[src/rtl/result_bcd_unpack.sv]
// Snapshots the pi engine's base-1000 limb vector, converts each limb to three BCD digits with a
// sequential double-dabble, and serves the digit buffer through a registered read port.
// Optional macro: BCD_LEADZERO_BLANK_EN blanks leading zeros of the integer limb.
module result_bcd_unpack #(
  parameter int unsigned L      = 10,
  parameter int unsigned N      = 10,
  parameter int unsigned DIGITS = 3 * L
) (
  input  logic           i_clk,
  input  logic           i_rst,
  input  logic           i_start,
  input  logic [L*N-1:0] i_sum,
  output logic           o_busy,
  output logic           o_done,
  output logic           o_ovf,
  input  logic [7:0]     i_rd_addr,
  output logic [3:0]     o_rd_digit
);

  localparam int unsigned KW = (L > 1) ? $clog2(L) : 1;

  typedef enum logic [2:0] {StIdle, StLoad, StShift, StStore, StDone} state_e;

  state_e         r_state;
  logic [L*N-1:0] r_shadow;
  logic [KW-1:0]  r_k;
  logic [N-1:0]   r_bin;
  logic [11:0]    r_bcd;
  logic [3:0]     r_cnt;
  logic           r_limb_ovf;
  logic [3:0]     r_buf [DIGITS];

  logic [N-1:0]    w_limb;
  logic [11:0]     w_adj;
  logic [N+11:0]   w_shift;
  logic [3:0]      w_hun, w_ten, w_uni;
  logic [3:0]      w_rd;

  always_comb begin
    w_limb = '0;
    for (int k = 0; k < L; k++) begin
      if (r_k == KW'(k)) w_limb = r_shadow[N*k +: N];
    end
  end

  // Add-3 correction on every nibble before the shift.
  always_comb begin
    w_adj = r_bcd;
    for (int i = 0; i < 3; i++) begin
      if (r_bcd[4*i +: 4] >= 4'd5) w_adj[4*i +: 4] = r_bcd[4*i +: 4] + 4'd3;
    end
    w_shift = {w_adj, r_bin} << 1;
  end

  always_comb begin
    w_hun = r_bcd[11:8];
    w_ten = r_bcd[7:4];
    w_uni = r_bcd[3:0];
    if (r_limb_ovf) begin
      w_hun = 4'd9;
      w_ten = 4'd9;
      w_uni = 4'd9;
    end
`ifdef BCD_LEADZERO_BLANK_EN
    else if (r_k == KW'(L - 1) && w_hun == 4'd0) begin
      w_hun = 4'hF;
      if (w_ten == 4'd0) w_ten = 4'hF;
    end
`endif
  end

  always_comb begin
    w_rd = 4'hF;
    for (int i = 0; i < DIGITS; i++) begin
      if (i_rd_addr == 8'(i)) w_rd = r_buf[i];
    end
  end

  always_ff @(posedge i_clk) begin
    if (!i_rst) begin
      r_state    <= StIdle;
      r_shadow   <= '0;
      r_k        <= '0;
      r_bin      <= '0;
      r_bcd      <= '0;
      r_cnt      <= '0;
      r_limb_ovf <= 1'b0;
      o_busy     <= 1'b0;
      o_done     <= 1'b0;
      o_ovf      <= 1'b0;
      for (int i = 0; i < DIGITS; i++) r_buf[i] <= '0;
    end else begin
      // Flags follow the state one edge later so busy and done never overlap.
      o_busy <= r_state inside {StLoad, StShift, StStore};
      o_done <= (r_state == StDone);
      unique case (r_state)
        StIdle, StDone: begin
          if (i_start) begin
            r_shadow <= i_sum;
            r_k      <= KW'(L - 1);
            o_ovf    <= 1'b0;
            o_done   <= 1'b0;
            r_state  <= StLoad;
          end
        end
        StLoad: begin
          r_bin      <= w_limb;
          r_bcd      <= '0;
          r_cnt      <= '0;
          r_limb_ovf <= (w_limb > N'(999));
          r_state    <= StShift;
        end
        StShift: begin
          r_bcd <= w_shift[N+11:N];
          r_bin <= w_shift[N-1:0];
          r_cnt <= r_cnt + 4'd1;
          if (r_cnt == 4'd9) r_state <= StStore;
        end
        StStore: begin
          for (int j = 0; j < L; j++) begin
            if (r_k == KW'(j)) begin
              r_buf[3*(L-1-j)]     <= w_hun;
              r_buf[3*(L-1-j) + 1] <= w_ten;
              r_buf[3*(L-1-j) + 2] <= w_uni;
            end
          end
          if (r_limb_ovf) o_ovf <= 1'b1;
          if (r_k == '0) begin
            r_state <= StDone;
          end else begin
            r_k     <= r_k - KW'(1);
            r_state <= StLoad;
          end
        end
        default: r_state <= StIdle;
      endcase
    end
  end

  always_ff @(posedge i_clk) begin
    if (!i_rst) o_rd_digit <= '0;
    else        o_rd_digit <= w_rd;
  end

endmodule

[config.mk]
export PLATFORM = sky130hd
export DESIGN_NAME = result_bcd_unpack
export DESIGN_NICKNAME = d
export VERILOG_FILES = /design/src/rtl/result_bcd_unpack.sv
export SDC_FILE = /design/constraint.sdc
export NUM_CORES = 1
export LEC_CHECK = 0
export CAP_MARGIN = 20
export CELL_PAD_IN_SITES_DETAIL_PLACEMENT = 1
export CELL_PAD_IN_SITES_GLOBAL_PLACEMENT = 1
export CORE_MARGIN = 2
export CORE_UTILIZATION = 35
export CTS_CLUSTER_DIAMETER = 120
export CTS_CLUSTER_SIZE = 40
export DETAILED_ROUTE_END_ITERATION = 10
export GPL_TIMING_DRIVEN = 0
export HOLD_SLACK_MARGIN = 0.02
export PLACE_DENSITY = 0.64
export RECOVER_POWER = 50
export SETUP_SLACK_MARGIN = 0.5
export SLEW_MARGIN = 20
export SYNTH_ARGS = -nofsm -noshare
export SYNTH_HDL_FRONTEND = slang
export SYNTH_SLANG_ARGS = --single-unit
[constraint.sdc]
create_clock -name i_clk -period 4 [get_ports i_clk]
set_input_delay 0.4 -clock i_clk [delete_from_list [all_inputs] [get_ports i_clk]]
set_output_delay 0.4 -clock i_clk [all_outputs]
set_load 0.005 [all_outputs]
==> results of run 1 <==
[how the worst max path moves through the flow]
stage	startpoint	end	slack, ns	cells after the start
floorplan	r_k[0]$_SDFFE_PN0P_	r_buf[1][20]$_SDFFCE_PN0P_	1.20	8
global placement	r_k[1]$_SDFFE_PN0P_	r_buf[0][6]$_SDFFCE_PN0P_	-0.15	7
detailed placement	i_rd_addr[7]	o_rd_digit[2]$_SDFF_PN0_	0.59	6
CTS	r_k[1]$_SDFFE_PN0P_	r_buf[0][2]$_SDFFCE_PN0P_	0.66	7
global route	r_k[0]$_SDFFE_PN0P_	r_buf[1][23]$_SDFFCE_PN0P_	0.28	8
finish	r_k[0]$_SDFFE_PN0P_	r_bin[0]$_SDFFE_PN0P_	0.45	11
[report_power, final]
part / total (µW) / switching (µW) / internal [µW]
clock network: 1480 / 932 / 550
logic: 897 / 585 / 312
registers: 3030 / 90.5 / 2930
[state kept, by name (all words and copies together) (netlist names)]
register and flops:
r_buf 120, r_shadow 100, r_bcd 12, r_bin 10, o_rd_digit 4, r_cnt 4
r_k 4, r_state 3, o_busy 1, o_done 1, o_ovf 1, r_limb_ovf 1
[synthesized netlist by cell type, drive strengths merged, types with 5 or more instances]
cell type  number
nor2          201
inv            20
nand2         279
and3            5
clkbuf         74
nor3           22
o22ai          16
edfxtp        120
nand3          31
buf            33
o32ai           7
a22oi          21
ha             13
dfxtp         141
a21oi         172
o221ai          7
nor4            8
nor2b          12
a31oi          21
and2           10
a221oi          7
o21ai          64
o211ai         11
mux2i          11
mux2            5
nand2b         19
[metal layers]
metal  global-route usage (%)  vias to the layer above  wire length, µm
met5                        0                        -                0
met4                     8.28                        0             1430
met3                     1.82                       70             1380
met2                     45.3                      282            22900
met1                     31.3                     5323            19400
li1                         -                     5176                -
[worst min-delay path, stage by stage]
cell and delay (ns):
clkdlybuf4s50_1 0.39, nand2_1 0.06, a21oi_1 0.05
[layout make-up]
cell class                 count  share of cell area [%]
sequential                   261                    44.6
multi-input combinational   1014                    37.0
timing repair buffer         121                    8.33
tap                          455                    3.95
buffer                       107                    3.05
clock buffer                  11                    1.91
inverter                      22                   0.574
clock inverter                 6                   0.521
[cell families after synthesis]
group                      count (synthesis)  synth area share, %
xor gates and xnor gates                   8                0.572
adders and majority gates                 13                 1.33
and+or+nand+nor                          611                 21.6
DFF                                      261                 52.5
AOI/OAI and AO/OA                        362                 17.6
buffers and inverters                    129                 4.33
muxes                                     20                 2.13
[metrics by stage]
stage | hold WS [ns] | util, %
final | 0.418 | 41.7
after global routing | 0.414 | 41.7
after CTS | 0.390 | 41.7
after detailed placement | 0.449 | 40.7
after global placement | 0.445 | 40.4
after floorplan | 0.431 | -
[repair_timing]
item,in CTS,in global routing
hold endpoints to repair,0,0
resized for setup,0,1
endpoints found under the setup margin,0,12
==> impl_metrics.ini, run 1 <==
[logic_synthesis]
yosys_most_used_dff = dfxtp_1
asyncSetResetFlopFracSynth_pct = 0
synthesized_flop_and_latch_total = 261
synth_warnings = 0
synth_enable_flop_cells = 120
ys_seq_area_share_pct = 52.5
postSynthNetCount = 1528
synth_cells = 1404
yosys.area.top_type = edfxtp_1
synthesis.area_mm2 = 0.0122
synth_top_area_share_pct = 29.4
netlist_top_cells_area = edfxtp_1, dfxtp_1, nand2_1
distinct_cells_synth = 74
synth.avg_cell_area_um2 = 8.72

[global_route]
global_route_wire_length_before_repair_mm = 68.6
grt_start_max_net_pins = 41
grt_use_total_pct = 24.9
number_of_antenna_violations_at_the_first_check_in_global_routing = 0
first_global_vias = 11300
grt_overflow = 0

[clock_network]
clock_tree.root_cell = clkbuf_16
number_of_hold_repair_buffers_added_at_the_cts_stage = 0
htreeDepth = 1
cts_made_buffers = 11
cts_post_setup_buffers_inserted = 0
cts_num_sinks = 261
clock_path_buffers = 3
clk_pin_slew_worst_setup_hold_paths_ns = 0.15
cts_tree = yes
clk-insertion-delay-late_ns = 0.50

[final_layout]
finished_layout_cells = 1997
multi_input_area_mm2 = 0.00533
diodes_inserted = 0
nNetsFinal = 1662
areaGrowthSynthToFinish_pct = 17.6
mostFrequentLayoutCell = nand2_1
drive_gt1_share_pct = 5.06
mostFrequentLayoutCells = nand2_1, nor2_1, a21oi_1, dfxtp_1, edfxtp_1
final-seq-area_mm2 = 0.00643
finish.instance_area_mm2 = 0.0144
n_fill_cell = 4137

[placement]
dp.final_hpwl_mm = 34.3
dp_slack_ns = 0.592
dp_cells = 1980
post_placement_cell_area_mm2 = 0.0141
portBuffers = 115
gp_congestion = 0.896

[pwr]
power.total_uw = 5400
power_density_over_the_cells_mw_per_mm2 = 375
worst_ir_drop_vdd_mv = 0.254
total_leakage_power_uw = 0.00472

[worst_setup_path]
rr_worst_depth = 11
r2r-start = r_k[0]$_SDFFE_PN0P_
timing.setup.critical_path_class = register to register
cp-start-kind = register
worstPathRequired_ns = 4.38
timing.critical_path.slowest_cell_delay_ns = 0.49
timing.critical_path.arrival_ns = 3.93
worstSetupEndpointType = register
critPathTopFamily = buffers and inverters
critPathBufInv = 5
reg2reg_slack_ns = 0.45
path_max_fanout = 10
worst_path_max_delay_cell = clkbuf_1
path_cells = inv_1 -> ha_1 -> clkbuf_1 -> clkbuf_1 -> clkbuf_1 -> buf_2 -> o21ai_0 -> a21oi_1 -> o21ai_0 -> o21ai_0 -> o221ai_1
worst_r2r_endpoint = r_bin[0]$_SDFFE_PN0P_

[sta]
unrepaired_setup_endpoints_after_global_routing = no
setup_viol = 0
final_worst_path_period_need_ns = 3.55
totalNegativeSetupSlack_ns = 0
max-slew-margin-rel_pct = -33.4
min_period_over_period_pct = 88.8
fmax_mhz = 282
fin_worst_setup_slack_ns = 0.449
timing.clock.skew_ns = 0.0148
final-max-slew-violation-count = 13
measured_slew_at_the_worst_slew_check_pin_ns = 1.98
hold_viol = 0

[route]
wire_per_inst_um = 22.6
dr_total_vias = 10900
antenna_violating_nets_post_route = 0
drtPass1Iterations = 7
drt-initial-drc-count = 708
remaining_drc_errors = 0
route.detailed.vias_per_inst = 5.43
route.final.wire_length_mm = 45.1

[die]
num_rows = 68
die_area_mm2 = 0.0365
die_h_um = 191
fp.coreArea_mm2 = 0.0345
starting_utilization_of_the_core_area_pct = 35.5
dieWidth_um = 191
boundaryPins = 118

[min_path]
min_path_type = primary input to register
hold_end = r_shadow[13]$_SDFFE_PN0P_
min_from = i_sum[13]
holdPathStages = 3

[run]
drv_cap = 1

[status]
status = finished with violations
failed_checks = capacitance limit, slew limit
Note: power is estimated with default switching activity, not from simulation.
==> inputs of run 2 (changes only) <==
--- a/config.mk
+++ b/config.mk
@@ -15,7 +15,7 @@
 export DETAILED_ROUTE_END_ITERATION = 10
 export GPL_TIMING_DRIVEN = 0
 export HOLD_SLACK_MARGIN = 0.02
-export PLACE_DENSITY = 0.64
+export PLACE_DENSITY = 0.67
 export RECOVER_POWER = 50
 export SETUP_SLACK_MARGIN = 0.5
 export SLEW_MARGIN = 20
==> constraint.sdc (replaced) <==
create_clock -name i_clk -period 3 [get_ports i_clk]
set_input_delay 0.3 -clock i_clk [delete_from_list [all_inputs] [get_ports i_clk]]
set_output_delay 0.3 -clock i_clk [all_outputs]
set_load 0.005 [all_outputs]
==> impl_metrics.ini, run 2 (synthesis gave the netlist of run 1 again) <==
[placement]
dp_cells = 1975
portBuffers = 115
gp_congestion = 0.921
dp.final_hpwl_mm = 33.4

[clock_network]
clk_pin_slew_worst_setup_hold_paths_ns = 0.15
clock_path_buffers = 3
htreeDepth = 1
cts_num_sinks = 261
clock_tree.root_cell = clkbuf_16
cts_made_buffers = 10
clk-insertion-delay-late_ns = 0.51
number_of_hold_repair_buffers_added_at_the_cts_stage = 0
cts_tree = yes

[worst_setup_path]
timing.setup.critical_path_class = register to register
reg2reg_slack_ns = 0.42
timing.critical_path.arrival_ns = 2.99
worst_r2r_endpoint = r_limb_ovf$_SDFFE_PN0P_
worstPathRequired_ns = 3.41
cp-start-kind = register
path_max_fanout = 10
worstSetupEndpointType = register
startpoint = r_k[0]$_SDFFE_PN0P_
rr_worst_depth = 10
r2r-start = r_k[0]$_SDFFE_PN0P_
end_point_of_the_critical_path = r_limb_ovf$_SDFFE_PN0P_

[sta]
min_period_over_period_pct = 86.0
setup_viol = 0
unrepaired_setup_endpoints_after_global_routing = yes
final-max-slew-violation-count = 0
fmax_mhz = 387
measured_slew_at_the_worst_slew_check_pin_ns = 1.09
timing.clock.skew_ns = 0.0265
finalHoldWorstSlack_ns = 0.320
hold_viol = 0
final_worst_path_period_need_ns = 2.58
totalNegativeSetupSlack_ns = 0
max-slew-margin-rel_pct = 27.7

[route]
wire_per_inst_um = 22.2
route.final.wire_length_mm = 44.5
drt-initial-drc-count = 726
drtPass1Iterations = 5
remaining_drc_errors = 0
antenna_violating_nets_post_route = 0
dr_total_vias = 10900
route.detailed.vias_per_inst = 5.46

[min_path]
min_path_type = primary input to register

[pwr]
total_leakage_power_uw = 0.00489
power_density_over_the_cells_mw_per_mm2 = 486
worst_ir_drop_vdd_mv = 0.347

[run]
drv_cap = 0

[global_route]
first_global_vias = 11200
number_of_antenna_violations_at_the_first_check_in_global_routing = 0
grt_use_total_pct = 24.1
global_route_wire_length_before_repair_mm = 66.6
grt_start_max_net_pins = 41
grt_overflow = 0

[final_layout]
diodes_inserted = 0
largest-register = r_buf
mostFrequentLayoutCell = nand2_1
n_fill_cell = 4117
mostFrequentLayoutCells = nand2_1, nor2_1, a21oi_1, dfxtp_1, edfxtp_1
nNetsFinal = 1666
finished_layout_cells = 2001
number_of_flip_flops_in_the_largest_register = 120
areaGrowthSynthToFinish_pct = 20.4
final_core_util_pct = 42.7
reg_top3 = r_buf x120, r_shadow x100, r_bcd x12
drive_gt1_share_pct = 8.54

[die]
boundaryPins = 118
die_h_um = 191
die_area_mm2 = 0.0365
dieWidth_um = 191
num_rows = 68
fp.coreArea_mm2 = 0.0345
starting_utilization_of_the_core_area_pct = 35.5

[status]
status = finished clean
## run 2: cell types whose count changed in the layout (fill, tap and decap cells not counted), moves of 4 or more
cell and change:
buf_6 +4, clkbuf_1 -19, a21oi_1 -4, clkbuf_4 +4
buf_4 +6, a21oi_2 +4, o21ai_0 -7, o21ai_4 +7
ha_1 -4, clkbuf_2 +9
## run 2: area by class of cell
| type | count | area (µm²) | share of cell area, % |
|---|---|---|---|
| Buffer | 107 | 533 | 3.62 |
| Clock buffer | 12 | 279 | 1.89 |
| Clock inverter | 4 | 38.8 | 0.263 |
| Inverter | 22 | 88.8 | 0.603 |
| Multi-Input combinational cell | 1014 | 5530 | 37.5 |
| Sequential cell | 261 | 6430 | 43.6 |
| Tap cell | 455 | 569 | 3.86 |
| Timing Repair Buffer | 126 | 1270 | 8.62 |
## run 2: how the worst min path moves through the flow
stage	from	to	slack [ns]	cells after the start
after floorplan	i_start	o_done$_SDFF_PN0_	0.37	1
after global placement	r_shadow[99]$_SDFFE_PN0P_	r_shadow[99]$_SDFFE_PN0P_	0.45	2
after detailed placement	r_shadow[74]$_SDFFE_PN0P_	r_shadow[74]$_SDFFE_PN0P_	0.45	2
after CTS	i_sum[3]	r_shadow[3]$_SDFFE_PN0P_	0.31	3
after global routing	i_rst	r_limb_ovf$_SDFFE_PN0P_	0.31	4
final	i_rst	r_limb_ovf$_SDFFE_PN0P_	0.32	4
## run 2: worst max-delay path, cell delays in order (launching register included)
cell	delay (ns)
dfxtp_1	0.47
inv_1	0.15
ha_4	0.21
buf_6	0.15
buf_6	0.16
and2_0	0.33
a221oi_1	0.42
o22ai_1	0.14
a21o_1	0.23
nor2_1	0.14
o31ai_2	0.07
## run 2: metrics by stage
step	setup slack (ns)	total power [µW]	instance area [µm²]
final	0.419	7170	14700
after global routing	0.252	7430	14700
after CTS	0.440	7180	14600
after detailed placement	-0.335	5310	14000
after global placement	-0.582	5280	14000
after floorplan	0.524	4740	12200
## run 2: repair_timing
action | CTS | global route
endpoints found under the setup margin | 213 | 146
pin swaps | 5 | 6
setup buffers | 5 | 5
resized for setup | 54 | 50
## run 2: power breakdown
part | leakage, µW | switching [µW] | internal (µW)
Combinational | 0.00233 | 804 | 459
Sequential | 0.00239 | 124 | 3910
Clock | 0.000160 | 1140 | 730
## run 2: routing by layer
metal / GRT usage, % / up-vias / share of wire [%]
li1: - / 5173 / -
met1: 30.8 / 5355 / 43
met2: 42.6 / 319 / 49
met3: 2.31 / 85 / 4.2
met4: 8.28 / 0 / 3.6
met5: 0 / - / 0
